==> config.mk <==
export PLATFORM = sky130hd
export DESIGN_NAME = conv_window_buffer
export DESIGN_NICKNAME = d
export VERILOG_FILES = /design/src/rtl/conv_window_buffer.sv
export SDC_FILE = /design/constraint.sdc
export NUM_CORES = 1
export LEC_CHECK = 0
export CAP_MARGIN = 20
export CORE_MARGIN = 5
export CORE_UTILIZATION = 30
export DETAILED_ROUTE_END_ITERATION = 10
export GPL_TIMING_DRIVEN = 0
export SLEW_MARGIN = 20
export SYNTH_ARGS = -nofsm -noshare
export SYNTH_HDL_FRONTEND = slang
export SYNTH_SLANG_ARGS = --single-unit
export TNS_END_PERCENT = 100
==> constraint.sdc <==
create_clock -name clk -period 1.5 [get_ports clk]
set_clock_uncertainty 0.2 [all_clocks]
set_input_delay 0.3 -clock clk [delete_from_list [all_inputs] [get_ports clk]]
set_output_delay 0.3 -clock clk [all_outputs]
set_load 0.02 [all_outputs]
==> src/rtl/conv_window_buffer.sv <==
// rtl/conv_window_buffer.sv - sliding window of DEPTH slices fed through a one-slice staging register
// Slice 0 is the newest; a commit shifts every slice up by one and drops the oldest.
module conv_window_buffer #(
  parameter int DW     = 8,
  parameter int SLICE  = 3,
  parameter int DEPTH  = 3,
  parameter int STRIDE = 1
) (
  input  logic                          clk,
  input  logic                          rst,
  input  logic                          clear,
  input  logic                          wen,
  input  logic                          pop,
  input  logic [DW*SLICE-1:0]           wdata,
  output logic [DW*SLICE*DEPTH-1:0]     rdata,
  output logic                          win_valid,
  output logic [$clog2(DEPTH+1)-1:0]    fill,
  output logic                          staged,
  output logic                          drop
);

  localparam int SLW = DW * SLICE;
  localparam int WW  = SLW * DEPTH;
  localparam int FW  = $clog2(DEPTH + 1);
  localparam int SCW = (STRIDE > 1) ? $clog2(STRIDE) : 1;

  logic [SLW-1:0] stage_q;
  logic [SCW-1:0] stride_q;
  logic           commit;
  logic           full_next;
  logic [FW-1:0]  fill_next;
  logic [WW-1:0]  win_next;

  always_comb begin
    commit    = pop & staged;
    fill_next = (fill == FW'(DEPTH)) ? fill : fill + FW'(1);
    full_next = (fill_next == FW'(DEPTH));
    // Shifting by a whole slice discards the oldest slice; with DEPTH=1 it empties the window.
    win_next  = (rdata << SLW) | WW'(stage_q);
  end

  always_ff @(posedge clk or negedge rst) begin
    if (!rst) begin
      rdata     <= '0;
      win_valid <= 1'b0;
      fill      <= '0;
      staged    <= 1'b0;
      drop      <= 1'b0;
      stage_q   <= '0;
      stride_q  <= '0;
    end else if (clear) begin
      rdata     <= '0;
      win_valid <= 1'b0;
      fill      <= '0;
      staged    <= 1'b0;
      drop      <= 1'b0;
      stage_q   <= '0;
      stride_q  <= '0;
    end else begin
      win_valid <= 1'b0;
      if (commit) begin
        rdata <= win_next;
        fill  <= fill_next;
        // Stride only counts commits that leave the window full.
        if (full_next) begin
          win_valid <= (stride_q == '0);
          stride_q  <= (stride_q == SCW'(STRIDE - 1)) ? '0 : stride_q + SCW'(1);
        end
      end
      if (wen) begin
        stage_q <= wdata;
        staged  <= 1'b1;
        if (staged && !pop) drop <= 1'b1;
      end else if (commit) begin
        staged <= 1'b0;
      end
    end
  end

endmodule

* Word-level counts from Yosys, hierarchy flattened
Cells that the tools add are included. W data, S select, Z words.
Word-level totals: logic and storage cells 43, register bits after elaboration 102, output and inout bits 77, bits of input ports 29
Operators by class: add/subtract/negate cells 2, bitwise gates (word level) 3, muxes and demuxes 20, eq/ne operators 2, reductions and logical operators 9
Operator list (number):
- $mux W72 | 2
- $or A72 B24 Y72 | 1
- $mux W24 | 2
- $mux W1 | 13
- $reduce_bool A2 Y1 | 4
- $mux W2 | 3
- $eq A2 B2 Y1 const B | 2
- $reduce_and A2 Y1 | 2
- $reduce_bool A3 Y1 | 1
- $add A2 B1 Y2 const B | 1
- $add A1 B1 Y1 const B | 1
- $and A1 B1 Y1 | 1
- $logic_and A1 B1 Y1 | 1
- $logic_not A1 Y1 | 1
- $not A1 Y1 | 1

* Depth between registers and ports, before layout
Gate-level depths: netlist (run 1).
depth after elaboration 6, gate-level depth with buffers 5, mapped depth without buffers 2

* Worst setup path before layout (run 1)
Ideal clock, no wire load.
path type register -> register, start reg staged, end reg rdata[15], path slack 0.079 ns, path buffers 3, library setup time 0.073 ns, cell stages (with the launch flop) 6, arrival 1.148 ns, data required time 1.227 ns, clock period less this slack 1.421 ns, cell sequence dfrtp_1 > buf_6 > buf_6 > buf_4 > a21bo_1 > a21oi_2
Between the ends: longest elaborated chain between the ends 2
RTL lines:
- start, declared | line 18 | output logic staged,
- start signal, assigned | line 47 | staged <= 1'b0;
- start signal, assigned | line 55 | staged <= 1'b0;
- start signal, assigned | line 72 | staged <= 1'b1;
- $and A1 B1 Y1 | line 35 | commit = pop & staged;
- $reduce_bool A2 Y1 (no source line)
- end signal, assigned | line 62 | rdata <= win_next;
- end, declared | line 15 | output logic [DW*SLICE*DEPTH-1:0] rdata,
No other way between the ends. A chain may end at the register's enable or synchronous reset.

* Worst setup path after layout (run 1)
start reg rdata[59], end out rdata[59]
No word-level cell between the ends.

==> impl_summary.txt, run 1 <==
----------------------------------------------------
[GRT]
  Global routing usage summed across all routing layers ... 0.151
  Number of antenna violations at the first check in global routing ... 0
  First-pass GRT wire length ... 21,700 um
  Vias in the first global route ... around 3.7k
  Maximum number of pins on one net before global-route repair ... 72
  Remaining global-route overflow ... 0

[Placement]
  Placed wire-length estimate after detailed placement ... 10,100 um
  Placed Area ... 0.00608 sq mm
  Routability-driven placement congestion ratio ... slightly below 0.8
  Place WS ... -0.0274 ns
  Placed cells ... around 740
  Port Buffer Count ... slightly above 100

[Logic synthesis]
  Synth Warn # ... 0
  Yosys top cell by area ... sky130_fd_sc_hd__dfrtp_1
  Sequential fraction of the synthesis area ... 0.531
  Cell variety after synth ... 18
  Synth Area per Inst ... approximately 11 sq um
  Cells after synthesis ... approximately 430
  Share of Yosys cell area claimed by the top area cell type ... 0.531
  FF+latch count, synth ... between 100 and 150
  Cell types with the largest area share after synthesis ... sky130_fd_sc_hd__dfrtp_1 53%, sky130_fd_sc_hd__a21bo_2 10%, sky130_fd_sc_hd__nand3_1 7.6%
  Post-synthesis instance area ... approximately 0.0048 sq mm
  Number of nets in the synthesized netlist ... between 400 and 500

[STA]
  Final hold viol count ... 0
  Number of setup violations in the final report ... 0
  Worst hold margin ... between 0.1 and 0.15 ns
  Tightest slew margin relative to the limit ... 0.614
  Maximum clock frequency ... 0.677 GHz
  Setup repair after global routing missed its margin ... false
  Sum Neg Setup Slack ... 0 ns
  Final number of max-transition violations ... 0
  Period utilization ... 0.985
  Setup slack after layout ... around 0.023 ns
  Final Critical Period ... 1.48 ns
  Transition time of the tightest slew-check pin ... between 0.5 and 0.6 ns

[Final layout]
  Area grow syn2layout ... 27.1%
  Final #Nets ... 570
  Post-route standard cell area excluding fillers ... 0.00605 sq mm
  Finished Core Util ... 0.385
  Most used cells in the layout excluding fill and tap cells ... 101 x sky130_fd_sc_hd__dfrtp_1, 97 x sky130_fd_sc_hd__buf_2, 72 x sky130_fd_sc_hd__nand3_1
  Final non-filler cell total ... about 760
  Fraction of final layout cells sized beyond drive strength 1 ... 0.383
  Leading cell type in the layout, fill and taps excluded ... sky130_fd_sc_hd__dfrtp_1
  Diode count ... 0

[Power]
  Power density over the cells ... slightly below 1000 mW/mm^2
  Maximum resistive drop on vdd ... between 0.5 and 0.6 mV
  Overall power consumption ... about 5.8 mW
  Static leakage ... 2.87 nW

[Route]
  Vias per Instance ... 4.72
  Total routed wirelength ... ~13,000 um
  Final routed wire length divided by cell count ... about 18 um
  ANT nets after route ... 0
  Pre-antenna DRT Iters ... 4
  Post-detailed-route DRC marker count ... 0
  Drt initial violations ... 250
  Routed vias ... approximately 3.6k

[Clocking]
  TritonCTS clock tree ... yes
  Later-pin clock latency in the skew report ... around 0.35 ns
  H-tree level count ... 3
  Reg clk slew, reported paths ... 0.07 ns
  Maximum clock path buffer count ... 2
  CTS buffer count ... 9
  Root buf cell ... sky130_fd_sc_hd__clkbuf_16
  Total number of clock tree sinks ... around 100

[Setup path]
  Delay-heaviest family, CP ... flip-flops
  Critical Path Slowest Stage Cell ... sky130_fd_sc_hd__dfrtp_1
  Number of buffers and inverters on the critical path ... 1
  Data arrival time at the worst-slack endpoint ... around 0.98 ns
  Data required time of the critical path ... 1.00 ns
  Critical path peak fanout ... 2
  Endpoint kind of the worst setup timing path ... primary output
  Largest stage delay, worst path ... between 0.3 and 0.4 ns
  Kind of start point of the critical path ... flip-flop
  WS Path Type ... flip-flop to primary output
  Cell-by-cell trace of the critical path ... clkdlybuf4s15_2

[Die]
  Top-Level Pins ... around 110
  Total core area ... between 0.015 and 0.02 sq mm
  Overall die width ... about 140 um
  Initial cell density of the core ... 0.303
  Die Ht ... 136 um
  Die Footprint ... 0.0185 sq mm
  Placement Rows ... 46

[Min path]
  Min-Delay Path Class ... primary input to flip-flop

[Run]
  Number of violations of the max-capacitance limit ... 0

[Outcome]
  Status ... completed

----------------------------------------------------
-- worst reg2reg max path, stage by stage, from the launching register on --
cell and delay (ns):
sky130_fd_sc_hd__dfrtp_1 0.39, sky130_fd_sc_hd__buf_6 0.13, sky130_fd_sc_hd__buf_6 0.14, sky130_fd_sc_hd__buf_4 0.17, sky130_fd_sc_hd__a21bo_1 0.19, sky130_fd_sc_hd__a21oi_2 0.13
-- synthesized netlist by cell type, drive strengths merged --
library cell,count
a21bo,72
a21oi,75
a31oi,1
and4b,2
buf,41
clkbuf,7
dfrtp,101
inv,2
mux2i,24
nand2b,1
nand3,72
nand3b,1
nor2,25
nor3,1
-- power breakdown --
group	switching [mW]	total [mW]	internal, mW
sequential	0.0405	2.82	2.78
clock	1.03	2.41	1.38
combinational	0.366	0.580	0.214
total	1.44	5.81	4.38
-- final timing paths --
| check | from | to | slack (ns) | cells past startpoint |
|---|---|---|---|---|
| max | rdata[59] | rdata[59] | 0.02 | 1 |
| min | wen | stage_q[2] | 0.14 | 3 |
| max reg2reg | staged | rdata[7] | 0.09 | 5 |
| min reg2reg | stage_q[1] | stage_q[1] | 0.33 | 2 |
| max in group asynchronous | rst | rdata[51] | 0.25 | 3 |
| min in group asynchronous | rst | stage_q[10] | 0.20 | 2 |
-- registers in the layout, summed over array words and instances (netlist names) --
name and cells:
fill 2, win_valid 1, drop 1, staged 1
stage_q 24, rdata 72
-- routing by layer --
layer	global-route usage	routed length [um]	vias to the layer above
met5	0	0	-
met4	0.0521	257	0
met3	0.0466	895	19
met2	0.230	6160	88
met1	0.203	6080	1746
li1	-	-	1742
-- area by class of cell --
type	count	area, sq um
multi-input combinational	274	1930
tap	216	270
fill	1580	9670
clock inverter	5	58.8
timing repair buffer	105	701
clock buffer	11	253
inverter	2	7.51
sequential	101	2530
buffer	48	303
-- repair_timing --
| action | 4_1_cts | 5_1_grt |
|---|---|---|
| setup endpoints to repair | 77 | 27 |
| gates resized for setup | 295 | 18 |
| setup buffers | 1 | 0 |
| hold buffers | 1 | 0 |
| endpoints found under the hold margin | 30 | 0 |
-- cells by family (layout without fill, tap and decap cells) --
family                 after synthesis  after routing  synth area share
and+or+nand+nor                    102            102             0.104
DFF                                101            101             0.531
AOI/OAI and AO/OA                  148            148             0.251
buffers and inverters               50            171            0.0637
muxes                               24             24            0.0505
(Power assumes the default switching activity.)
==> run 2: changes to the inputs <==
--- a/config.mk
+++ b/config.mk
@@ -10,6 +10,7 @@
 export CORE_UTILIZATION = 30
 export DETAILED_ROUTE_END_ITERATION = 10
 export GPL_TIMING_DRIVEN = 0
+export PLACE_DENSITY_LB_ADDON = 0.1
 export SLEW_MARGIN = 20
 export SYNTH_ARGS = -nofsm -noshare
 export SYNTH_HDL_FRONTEND = slang
==> run 2 against run 1 <==
Via count down 0.70%. Wire length is 3.6% higher. Sequential power barely moved. Maximum frequency increased by 0.92%. Clock power increased by 5%. Critical path type unchanged. Non-clock buffer count up 10. Sequential share of layout area shrank 0.93 points. Clock-buffer cell count grew 1.
==> impl_summary.txt, run 2 (same netlist as run 1, synthesis figures left out) <==
----------------------------------------------------
[Outcome]
  Status ... completed

[STA]
  Final Critical Period ... 1.46 ns (-0.0135 ns)
  Period utilization ... 0.976 (-0.00902)
  Number of setup violations in the final report ... 0 (unchanged)
  Tightest slew margin relative to the limit ... 0.597 (-0.0178)
  Setup repair after global routing missed its margin ... false
  Transition time of the tightest slew-check pin ... 0.605 ns (+0.0267 ns)
  Final hold viol count ... 0 (unchanged)
  Maximum clock frequency ... 0.683 GHz (+0.92%)
  Setup slack after layout ... 0.0364 ns (+0.0135 ns)
  Final number of max-transition violations ... 0 (unchanged)

[Final layout]
  Most used cells in the layout excluding fill and tap cells ... 101 x sky130_fd_sc_hd__dfrtp_1, 90 x sky130_fd_sc_hd__buf_2, 72 x sky130_fd_sc_hd__nand3_1
  Area grow syn2layout ... 30.0%
  Diode count ... 0 (unchanged)
  Final non-filler cell total ... 772 (+1.3%)
  Largest registers in the final layout ... rdata: 72 flops, stage_q: 24 flops, fill: 2 flops
  Leading cell type in the layout, fill and taps excluded ... sky130_fd_sc_hd__dfrtp_1
  Finished Core Util ... 0.394 (+0.00876)
  Final #Nets ... 580 (+1.8%)
  Largest register by flop count ... rdata
  Combined area of the multi-input logic cells ... 0.00193 sq mm (unchanged)
  Fraction of final layout cells sized beyond drive strength 1 ... 0.392 (+0.00930)
  Filler Cells Inserted ... 1,586 (+0.38%)
  Flip-flop count of the largest register, all copies and words added ... 72 (unchanged)
  Sequential cell area in the final layout ... 0.00253 sq mm (unchanged)

[Placement]
  Port Buffer Count ... 102 (unchanged)
  Placed wire-length estimate after detailed placement ... 10,100 um (+0.44%)
  Placed cells ... 744 (unchanged)
  Place WS ... -0.0425 ns (-0.0151 ns)
  Routability-driven placement congestion ratio ... 0.827 (+5.4%)

[Setup path]
  Critical path peak fanout ... 2 (unchanged)
  Data required time of the critical path ... 1.00 ns (about the same)
  Number of buffers and inverters on the critical path ... 1 (unchanged)
  Critical Path Slowest Stage Cell ... sky130_fd_sc_hd__dfrtp_1
  Cell-by-cell trace of the critical path ... clkdlybuf4s15_2
  Kind of start point of the critical path ... flip-flop
  Data arrival time at the worst-slack endpoint ... 0.96 ns (-0.02 ns)
  Delay-heaviest family, CP ... flip-flops
  Largest stage delay, worst path ... 0.38 ns (about the same)
  Endpoint kind of the worst setup timing path ... primary output
  WS Path Type ... flip-flop to primary output

[Die]
  Top-Level Pins ... 106 (unchanged)
  Placement Rows ... 46 (unchanged)
  Overall die width ... 136 um (unchanged)
  Total core area ... 0.0157 sq mm (unchanged)
  Initial cell density of the core ... 0.303 (unchanged)
  Die Footprint ... 0.0185 sq mm (unchanged)
  Die Ht ... 136 um (unchanged)

[Clocking]
  Total number of clock tree sinks ... 101 (unchanged)
  Root buf cell ... sky130_fd_sc_hd__clkbuf_16
  Later-pin clock latency in the skew report ... 0.34 ns (about the same)
  H-tree level count ... 3 (unchanged)
  Maximum clock path buffer count ... 2 (unchanged)
  CTS buffer count ... 9 (unchanged)
  Reg clk slew, reported paths ... 0.07 ns (about the same)
  TritonCTS clock tree ... yes

[Route]
  Routed vias ... 3,570 (-0.70%)
  Drt initial violations ... 197 (-21%)
  Vias per Instance ... 4.62 (-2.0%)
  Total routed wirelength ... 13,900 um (+3.6%)
  ANT nets after route ... 0 (unchanged)
  Final routed wire length divided by cell count ... 18.0 um (+2.2%)
  Pre-antenna DRT Iters ... 4 (unchanged)
  Post-detailed-route DRC marker count ... 0 (unchanged)

[GRT]
  Layer with the highest usage ... met2
  Global-route track usage on met1 ... 0.208 (+0.00433)
  Met2 track demand over resource ... 0.250 (+0.0194)
  Met3 usage in global routing ... 0.0274 (-0.0192)
  Remaining global-route overflow ... 0 (unchanged)
  Global routing usage summed across all routing layers ... 0.154 (+0.00356)
  Maximum number of pins on one net before global-route repair ... 75 (+4.2%)
  Vias in the first global route ... 3,815 (+2.2%)
  Number of antenna violations at the first check in global routing ... 0 (unchanged)
  First-pass GRT wire length ... 21,900 um (+1.1%)

[Power]
  Static leakage ... 2.93 nW (+2.0%)
  Power density over the cells ... 962 mW/mm^2 (+0.11%)
  Maximum resistive drop on vdd ... 0.569 mV (-2.8%)

[Min path]
  Min-Delay Path Class ... primary input to flip-flop

[Run]
  Number of violations of the max-capacitance limit ... 0 (unchanged)

----------------------------------------------------
-- run 2: cell types whose count changed in the layout (fill, tap and decap cells not counted), sizes merged --
cell | previous run | this run
clkinvlp | 2 | 0
bufinv | 1 | 2
buf | 116 | 119
clkdlybuf4s15 | 3 | 10
clkbuf | 20 | 21
-- run 2: worst paths after layout --
| check | endpoint | slack (ns) | cells past startpoint | from |
|---|---|---|---|---|
| max | rdata[52] | 0.04 | 1 | rdata[52] |
| min reg2reg | stage_q[2] | 0.32 | 2 | stage_q[2] |
| max in group asynchronous | rdata[70] | 0.23 | 3 | rst |
| min in group asynchronous | stage_q[6] | 0.20 | 2 | rst |
| min | stage_q[2] | 0.14 | 3 | wen |
| max reg2reg | rdata[21] | 0.08 | 5 | staged |
-- run 2: timing repair --
| action | CTS | global route |
|---|---|---|
| pin swaps | 0 | 0 |
| buffers inserted | 11 | 0 |
| endpoints found under the setup margin | 78 | 16 |
| resized for setup | 288 | 16 |
| hold endpoints to repair | 27 | 0 |
| hold buffers | 1 | 0 |
-- run 2: metal layers --
layer,routed length [um],vias to the layer above
li1,-,1755
met1,6360,1725
met2,6600,78
met3,675,12
met4,229,0
met5,0,-
-- run 2: cell type report --
class	instances	share of cell area
Sequential cell	101	0.409
Multi-Input combinational cell	274	0.311
Timing Repair Buffer	115	0.133
Buffer	48	0.0496
Tap cell	216	0.0437
Clock buffer	12	0.0415
Clock inverter	4	0.0113
Inverter	2	0.00121
-- run 2: where the power goes --
part | internal (mW) | total, mW | switching, mW
Clock | 1.55 | 2.54 | 0.990
Sequential | 2.78 | 2.82 | 0.0404
Combinational | 0.220 | 0.594 | 0.373
-- run 2: metrics by stage --
stage               total power [mW]  TNS, ns  instance area (sq um)  hold slack [ns]
finish                          5.95        0                   6180            0.140
global route                    6.19        0                   6180            0.169
CTS                             6.03        0                   6260            0.139
detailed placement              3.48   -0.467                   6080         -0.00814
global placement                3.46  -410.83                   6050            0.304
floorplan                       3.18        0                   4760           -0.196
